[config.mk]
export PLATFORM = sky130hd
export DESIGN_NAME = irq_controller
export DESIGN_NICKNAME = d
export VERILOG_FILES = /design/src/rtl/irq_controller.sv
export SDC_FILE = /design/constraint.sdc
export NUM_CORES = 1
export LEC_CHECK = 0
export ABC_AREA = 1
export CORE_UTILIZATION = 52
export CTS_BUF_LIST = sky130_fd_sc_hd__clkbuf_8
export DETAILED_ROUTE_END_ITERATION = 12
export PLACE_DENSITY_LB_ADDON = 0.15
export SLEW_MARGIN = 20
export SYNTH_ARGS = -nofsm -noshare
export SYNTH_HDL_FRONTEND = slang
export SYNTH_SLANG_ARGS = --single-unit
export TNS_END_PERCENT = 50
[constraint.sdc]
create_clock -name clk -period 1.5 [get_ports clk]
set_input_delay 0.3 -clock clk [delete_from_list [all_inputs] [get_ports clk]]
set_output_delay 0.3 -clock clk [all_outputs]
set_load 0.02 [all_outputs]
[src/rtl/irq_controller.sv]
// ============================================================================
// Module   : irq_controller
// Purpose  : Interrupt controller for the multi-cycle CPU. Synchronises and
//            edge-detects one NMI and NUM_IRQ maskable request lines, keeps
//            per-source pending / in-service state and presents a single
//            prioritised request to the control FSM at instruction-fetch
//            boundaries, completed by an int_ack / eoi handshake.
// Ports    :
//   clk          in   1        system clock, rising edge
//   rst_n        in   1        asynchronous active-low reset
//   nmi          in   1        non-maskable request (async, rising edge)
//   irq          in   NUM_IRQ  maskable requests (async, rising edge per bit)
//   int_disable  in   1        global maskable disable (does not affect NMI)
//   mask_we      in   1        mask register write strobe
//   mask_wdata   in   NUM_IRQ  new mask value, 1 = channel masked
//   cpu_state    in   STATE_W  CPU control-FSM state
//   int_ack      in   1        CPU accepts the presented request
//   eoi          in   1        end-of-interrupt pulse (RETI)
//   eoi_nmi      in   1        eoi targets NMI handler (1) or maskable (0)
//   int_req      out  1        request to the CPU
//   int_nmi      out  1        presented request is the NMI
//   int_vec      out  VEC_W    presented maskable channel (0 for NMI)
//   pending      out  NUM_IRQ  latched pending bits
//   in_service   out  1        maskable handler active
//   nmi_active   out  1        NMI handler active
// Revision : 1.0 - initial release
// ============================================================================
`default_nettype none

module irq_controller #(
  parameter int NUM_IRQ     = 8,
  parameter int VEC_W       = 3,
  parameter int STATE_W     = 4,
  parameter int FETCH_STATE = 0
) (
  input  logic               clk,
  input  logic               rst_n,
  input  logic               nmi,
  input  logic [NUM_IRQ-1:0] irq,
  input  logic               int_disable,
  input  logic               mask_we,
  input  logic [NUM_IRQ-1:0] mask_wdata,
  input  logic [STATE_W-1:0] cpu_state,
  input  logic               int_ack,
  input  logic               eoi,
  input  logic               eoi_nmi,
  output logic               int_req,
  output logic               int_nmi,
  output logic [VEC_W-1:0]   int_vec,
  output logic [NUM_IRQ-1:0] pending,
  output logic               in_service,
  output logic               nmi_active
);

  localparam logic [STATE_W-1:0] C_FETCH = STATE_W'(FETCH_STATE);

  typedef enum logic [0:0] {
    ST_IDLE = 1'b0,
    ST_REQ  = 1'b1
  } state_t;

  // Synchroniser and edge-detect flops
  logic               nmi_s1_q, nmi_s2_q, nmi_prev_q;
  logic [NUM_IRQ-1:0] irq_s1_q, irq_s2_q, irq_prev_q;

  // Architectural state
  state_t             state_q, state_d;
  logic               nmi_pend_q, nmi_pend_d;
  logic [NUM_IRQ-1:0] pending_q, pending_d;
  logic [NUM_IRQ-1:0] mask_q, mask_d;
  logic               in_service_q, in_service_d;
  logic               nmi_active_q, nmi_active_d;
  logic               req_nmi_q, req_nmi_d;
  logic [VEC_W-1:0]   req_vec_q, req_vec_d;

  // Combinational helpers
  logic               nmi_edge;
  logic [NUM_IRQ-1:0] irq_edge;
  logic [NUM_IRQ-1:0] irq_ready;
  logic               irq_found;
  logic [VEC_W-1:0]   irq_sel;
  logic               irq_cand;
  logic               nmi_cand;
  logic               at_fetch;
  logic [NUM_IRQ-1:0] vec_onehot;
  logic               mask_hits_vec;
  logic               ack_nmi;
  logic               ack_irq;

  assign nmi_edge = nmi_s2_q & ~nmi_prev_q;
  assign irq_edge = irq_s2_q & ~irq_prev_q;

  // Selection always looks at the registered mask, so a mask write in the
  // same cycle only takes effect from the following cycle.
  assign irq_ready = pending_q & ~mask_q;

  // Lowest-index ready channel: scanning downward lets the lowest hit win.
  always_comb begin
    irq_found = 1'b0;
    irq_sel   = '0;
    for (int i = NUM_IRQ - 1; i >= 0; i--) begin
      if (irq_ready[i]) begin
        irq_found = 1'b1;
        irq_sel   = VEC_W'(i);
      end
    end
  end

  // No maskable nesting, and no maskable request while the NMI handler runs.
  assign irq_cand = irq_found & ~int_disable & ~in_service_q & ~nmi_active_q;
  // The NMI may preempt a running maskable handler.
  assign nmi_cand = nmi_pend_q & ~nmi_active_q;
  assign at_fetch = (cpu_state == C_FETCH);

  assign vec_onehot    = NUM_IRQ'(1) << req_vec_q;
  assign mask_hits_vec = |(mask_wdata & vec_onehot);

  // Request FSM
  always_comb begin
    state_d   = state_q;
    req_nmi_d = req_nmi_q;
    req_vec_d = req_vec_q;
    ack_nmi   = 1'b0;
    ack_irq   = 1'b0;
    unique case (state_q)
      ST_IDLE: begin
        if (at_fetch && (nmi_cand || irq_cand)) begin
          state_d   = ST_REQ;
          req_nmi_d = nmi_cand;
          req_vec_d = nmi_cand ? '0 : irq_sel;
        end
      end
      ST_REQ: begin
        if (int_ack) begin
          state_d = ST_IDLE;
          ack_nmi = req_nmi_q;
          ack_irq = ~req_nmi_q;
        end else if (!req_nmi_q && (int_disable || (mask_we && mask_hits_vec))) begin
          // Withdraw a maskable request that is no longer allowed; pending
          // stays set so it can be presented again later.
          state_d = ST_IDLE;
        end
      end
      default: state_d = ST_IDLE;
    endcase
  end

  // Pending / active bookkeeping. A new edge wins over an ack-clear on the
  // same bit; an ack setting an active flag wins over a same-cycle eoi.
  always_comb begin
    nmi_pend_d   = nmi_edge | (nmi_pend_q & ~ack_nmi);
    pending_d    = irq_edge | (pending_q & ~(ack_irq ? vec_onehot : '0));
    mask_d       = mask_we ? mask_wdata : mask_q;
    in_service_d = ack_irq | (in_service_q & ~(eoi & ~eoi_nmi));
    nmi_active_d = ack_nmi | (nmi_active_q & ~(eoi & eoi_nmi));
  end

  always_ff @(posedge clk or negedge rst_n) begin
    if (!rst_n) begin
      nmi_s1_q     <= 1'b0;
      nmi_s2_q     <= 1'b0;
      nmi_prev_q   <= 1'b0;
      irq_s1_q     <= '0;
      irq_s2_q     <= '0;
      irq_prev_q   <= '0;
      state_q      <= ST_IDLE;
      nmi_pend_q   <= 1'b0;
      pending_q    <= '0;
      mask_q       <= '1;
      in_service_q <= 1'b0;
      nmi_active_q <= 1'b0;
      req_nmi_q    <= 1'b0;
      req_vec_q    <= '0;
    end else begin
      nmi_s1_q     <= nmi;
      nmi_s2_q     <= nmi_s1_q;
      nmi_prev_q   <= nmi_s2_q;
      irq_s1_q     <= irq;
      irq_s2_q     <= irq_s1_q;
      irq_prev_q   <= irq_s2_q;
      state_q      <= state_d;
      nmi_pend_q   <= nmi_pend_d;
      pending_q    <= pending_d;
      mask_q       <= mask_d;
      in_service_q <= in_service_d;
      nmi_active_q <= nmi_active_d;
      req_nmi_q    <= req_nmi_d;
      req_vec_q    <= req_vec_d;
    end
  end

  assign int_req    = (state_q == ST_REQ);
  assign int_nmi    = int_req & req_nmi_q;
  assign int_vec    = (int_req && !req_nmi_q) ? req_vec_q : '0;
  assign pending    = pending_q;
  assign in_service = in_service_q;
  assign nmi_active = nmi_active_q;

endmodule

`default_nettype wire

==> impl_metrics.env <==
export IMPL_finClkSkew_ns=0.00825
export IMPL_final_common_cell="nand2_1"
export IMPL_dpl_cell_area_um2=2510
export IMPL_die_x_um=63.6
export IMPL_worstMarginPinSlew_ns=0.369
export IMPL_dpl_cell_count=291
export IMPL_finalCriticalPeriod_ns=1.39
export IMPL_min_from="irq_s1_q[0]$_DFF_PN0_"
export IMPL_area_delta_synth_final_pct=30.6
export IMPL_first_pass_iters=4
export IMPL_power_density_nw_per_um2=1110
export IMPL_ant_nets=0
export IMPL_hold_viol=0
export IMPL_cp_data_arrival_time_ns=1.09
export IMPL_slew_headroom_pct=75.4
export IMPL_grt_max_degree=38
export IMPL_final_cell_mix="46 x nand2_1, 43 x dfrtp_1, 26 x clkdlybuf4s50_1"
export IMPL_synthCells=193
export IMPL_fin_nets=279
export IMPL_crit_fanout=3
export IMPL_rows=22
export IMPL_cts_buffers=5
export IMPL_num_antenna_cells=0
export IMPL_cp_start_kind="flop"
export IMPL_min_path_type="flop to flop"
export IMPL_reg2regPathDepth=10
export IMPL_routedWlPerCell_um=12.7
export IMPL_final_layout_size_suffix_gt1_share_pct=17.9
export IMPL_wl_um=3800
export IMPL_crit_required_ns=1.20
export IMPL_cts_tree="yes"
export IMPL_syn_nets=221
export IMPL_clkTransAtPathRegs_ns=0.09
export IMPL_design_area_um2=2580
export IMPL_ys_ff_latch=51
export IMPL_p_leak_nw=1.24
export IMPL_seq_area_frac_synth_pct=65.1
export IMPL_grt_pass1_wl_um=6380
export IMPL_yosysUniqueCellTypes=26
export IMPL_synth_area_per_cell_um2=10.2
export IMPL_ys_warn_count=0
export IMPL_register_area_um2=1290
export IMPL_ir_drop_v=0.000852
export IMPL_clock_fmax_ghz=0.719
export IMPL_vias=1512
export IMPL_endpoint_kind="primary output"
export IMPL_grt_overflow_total=0
export IMPL_slew_viol_final=0
export IMPL_start_util_pct=53.9
export IMPL_finalPower_w=0.00287
export IMPL_htree_levels=2
export IMPL_crit_type="flop to primary output"
export IMPL_gp_congestion=0.818
export IMPL_dp_hpwl_um=2810
export IMPL_clock_latency_ns=0.30
export IMPL_io_pins=43
export IMPL_track_usage_pct=21.2
export IMPL_rr_startpoint="mask_q[4]$_DFFE_PN1P_"
export IMPL_drc=0
export IMPL_multiInputGateArea_um2=538
export IMPL_drt_iter0_drc=62
export IMPL_die_y_um=63.6
export IMPL_cp_startpoint="req_nmi_q$_DFFE_PN0P_"
export IMPL_syn_cell_area_um2=1970
export IMPL_final_fill_count=293
export IMPL_min_period_over_period_pct=92.7
export IMPL_coreArea_um2=3660
export IMPL_status="finished, final reports clean"
export IMPL_instances_no_fill=300
export IMPL_worstHoldPathCells=0
export IMPL_root_buffer="clkbuf_8"
export IMPL_viasPerCell=5.04
export IMPL_cts_max_path_buffers=2
export IMPL_finalSetupViolations=0
export IMPL_numPortBuffers=42
export IMPL_antenna_found_initial=0
export IMPL_rsz0062_at_grt="true"
export IMPL_die_area_um2=4050
export IMPL_post_cts_buffers=0
export IMPL_cts_sinks=51
export IMPL_maxCapViolations=0
export IMPL_grt_pass1_vias=1382
-- routing by layer --
metal	vias to the layer above	part of all wire, %	track usage (%)	routed length [um]
met2	49	48	34.4	1820
met1	717	44	27.3	1680
met3	6	6.3	5.62	241
li1	740	-	-	-
met4	0	1.3	7.67	49
met5	-	0	0	0
-- worst paths after layout --
check / end / slack (ns)
worst min-delay path: irq_s2_q[0]$_DFF_PN0_ / 0.36
worst min register to register: irq_s2_q[0]$_DFF_PN0_ / 0.36
max in group asynchronous: nmi_pend_q$_DFF_PN0_ / 0.57
worst max-delay path: int_vec[2] / 0.11
min in group asynchronous: req_vec_q[1]$_DFFE_PN0P_ / 0.43
worst max register to register: req_vec_q[0]$_DFFE_PN0P_ / 0.12
-- area by class of cell --
class | count | share of cell area [%]
clock inverters | 3 | 0.873
repair buffers | 55 | 19.0
well taps | 48 | 2.33
inverters | 28 | 4.37
multi-input cells | 110 | 20.9
flip-flops and latches | 51 | 49.9
clock buffers | 5 | 2.67
-- flip-flops by register name, summed over array words and instances (netlist names) --
name and flops:
in_service 1, int_req 1, irq_prev_q 8, irq_s1_q 8
irq_s2_q 8, mask_q 8, nmi_active 1, nmi_pend_q 1
nmi_prev_q 1, nmi_s1_q 1, nmi_s2_q 1, pending 8
req_nmi_q 1, req_vec_q 3
-- cell usage after synthesis --
cell / instances / area share, %
o21ai_1: 8 / 2.0
nand2b_1: 1 / 0.32
inv_2: 2 / 0.38
nand3_1: 5 / 1.3
inv_4: 3 / 0.95
a21oi_1: 1 / 0.25
o41ai_1: 5 / 2.2
nor3_2: 1 / 0.51
nor4_1: 1 / 0.32
nor2_4: 1 / 0.57
nand2_1: 46 / 8.7
nor3_1: 1 / 0.25
o21ai_0: 15 / 3.8
dfstp_2: 8 / 11
clkbuf_1: 1 / 0.19
nand2_2: 1 / 0.32
mux2_2: 1 / 0.57
nor2_1: 11 / 2.1
nand4_1: 8 / 2.5
inv_1: 23 / 4.4
nor2_2: 1 / 0.32
dfrtp_1: 43 / 54
a31oi_1: 1 / 0.32
buf_6: 3 / 1.7
nand3_2: 1 / 0.51
o22ai_1: 1 / 0.32
-- worst max-delay path, stage by stage, from the launching register on --
cell and delay [ns]:
dfrtp_1 0.40, inv_2 0.06, nand2_1 0.08, nor2_1 0.09
buf_2 0.16
-- per-stage QoR --
stage / setup WS (ns) / util, % / TNS (ns) / hold WS, ns
floorplan: 0.254 / - / 0 / 0.00441
global placement: -0.00525 / 68.7 / -0.00820 / 0.228
detailed placement: -0.0826 / 68.7 / -0.332 / 0.228
CTS: 0.0140 / 70.6 / 0 / 0.360
global route: -0.0126 / 70.4 / -0.0126 / 0.363
finish: 0.109 / 70.4 / 0 / 0.355
-- power breakdown --
part,internal (W),leakage (nW),switching [W]
clock network,0.000338,0.0489,0.000456
registers,0.00149,0.572,0.0000542
logic,0.000228,0.614,0.000304
total,0.00206,1.24,0.000814
-- repair_timing --
item                       in CTS  in global routing
resized for setup              24                  4
hold endpoints to repair        6                  0
cloned                          0                  0
setup endpoints to repair      15                  3
hold buffers                    1                  0
-- kinds of logic (layout without fill, tap and decap cells) --
kind of cell	count (synthesis)	after routing	share of synthesized area, %
simple gates	78	78	17.7
flops	51	51	65.1
compound gates	31	31	8.94
buf+inv	32	91	7.60
mux	1	1	0.570
Power figures use the tool's default switching activity.
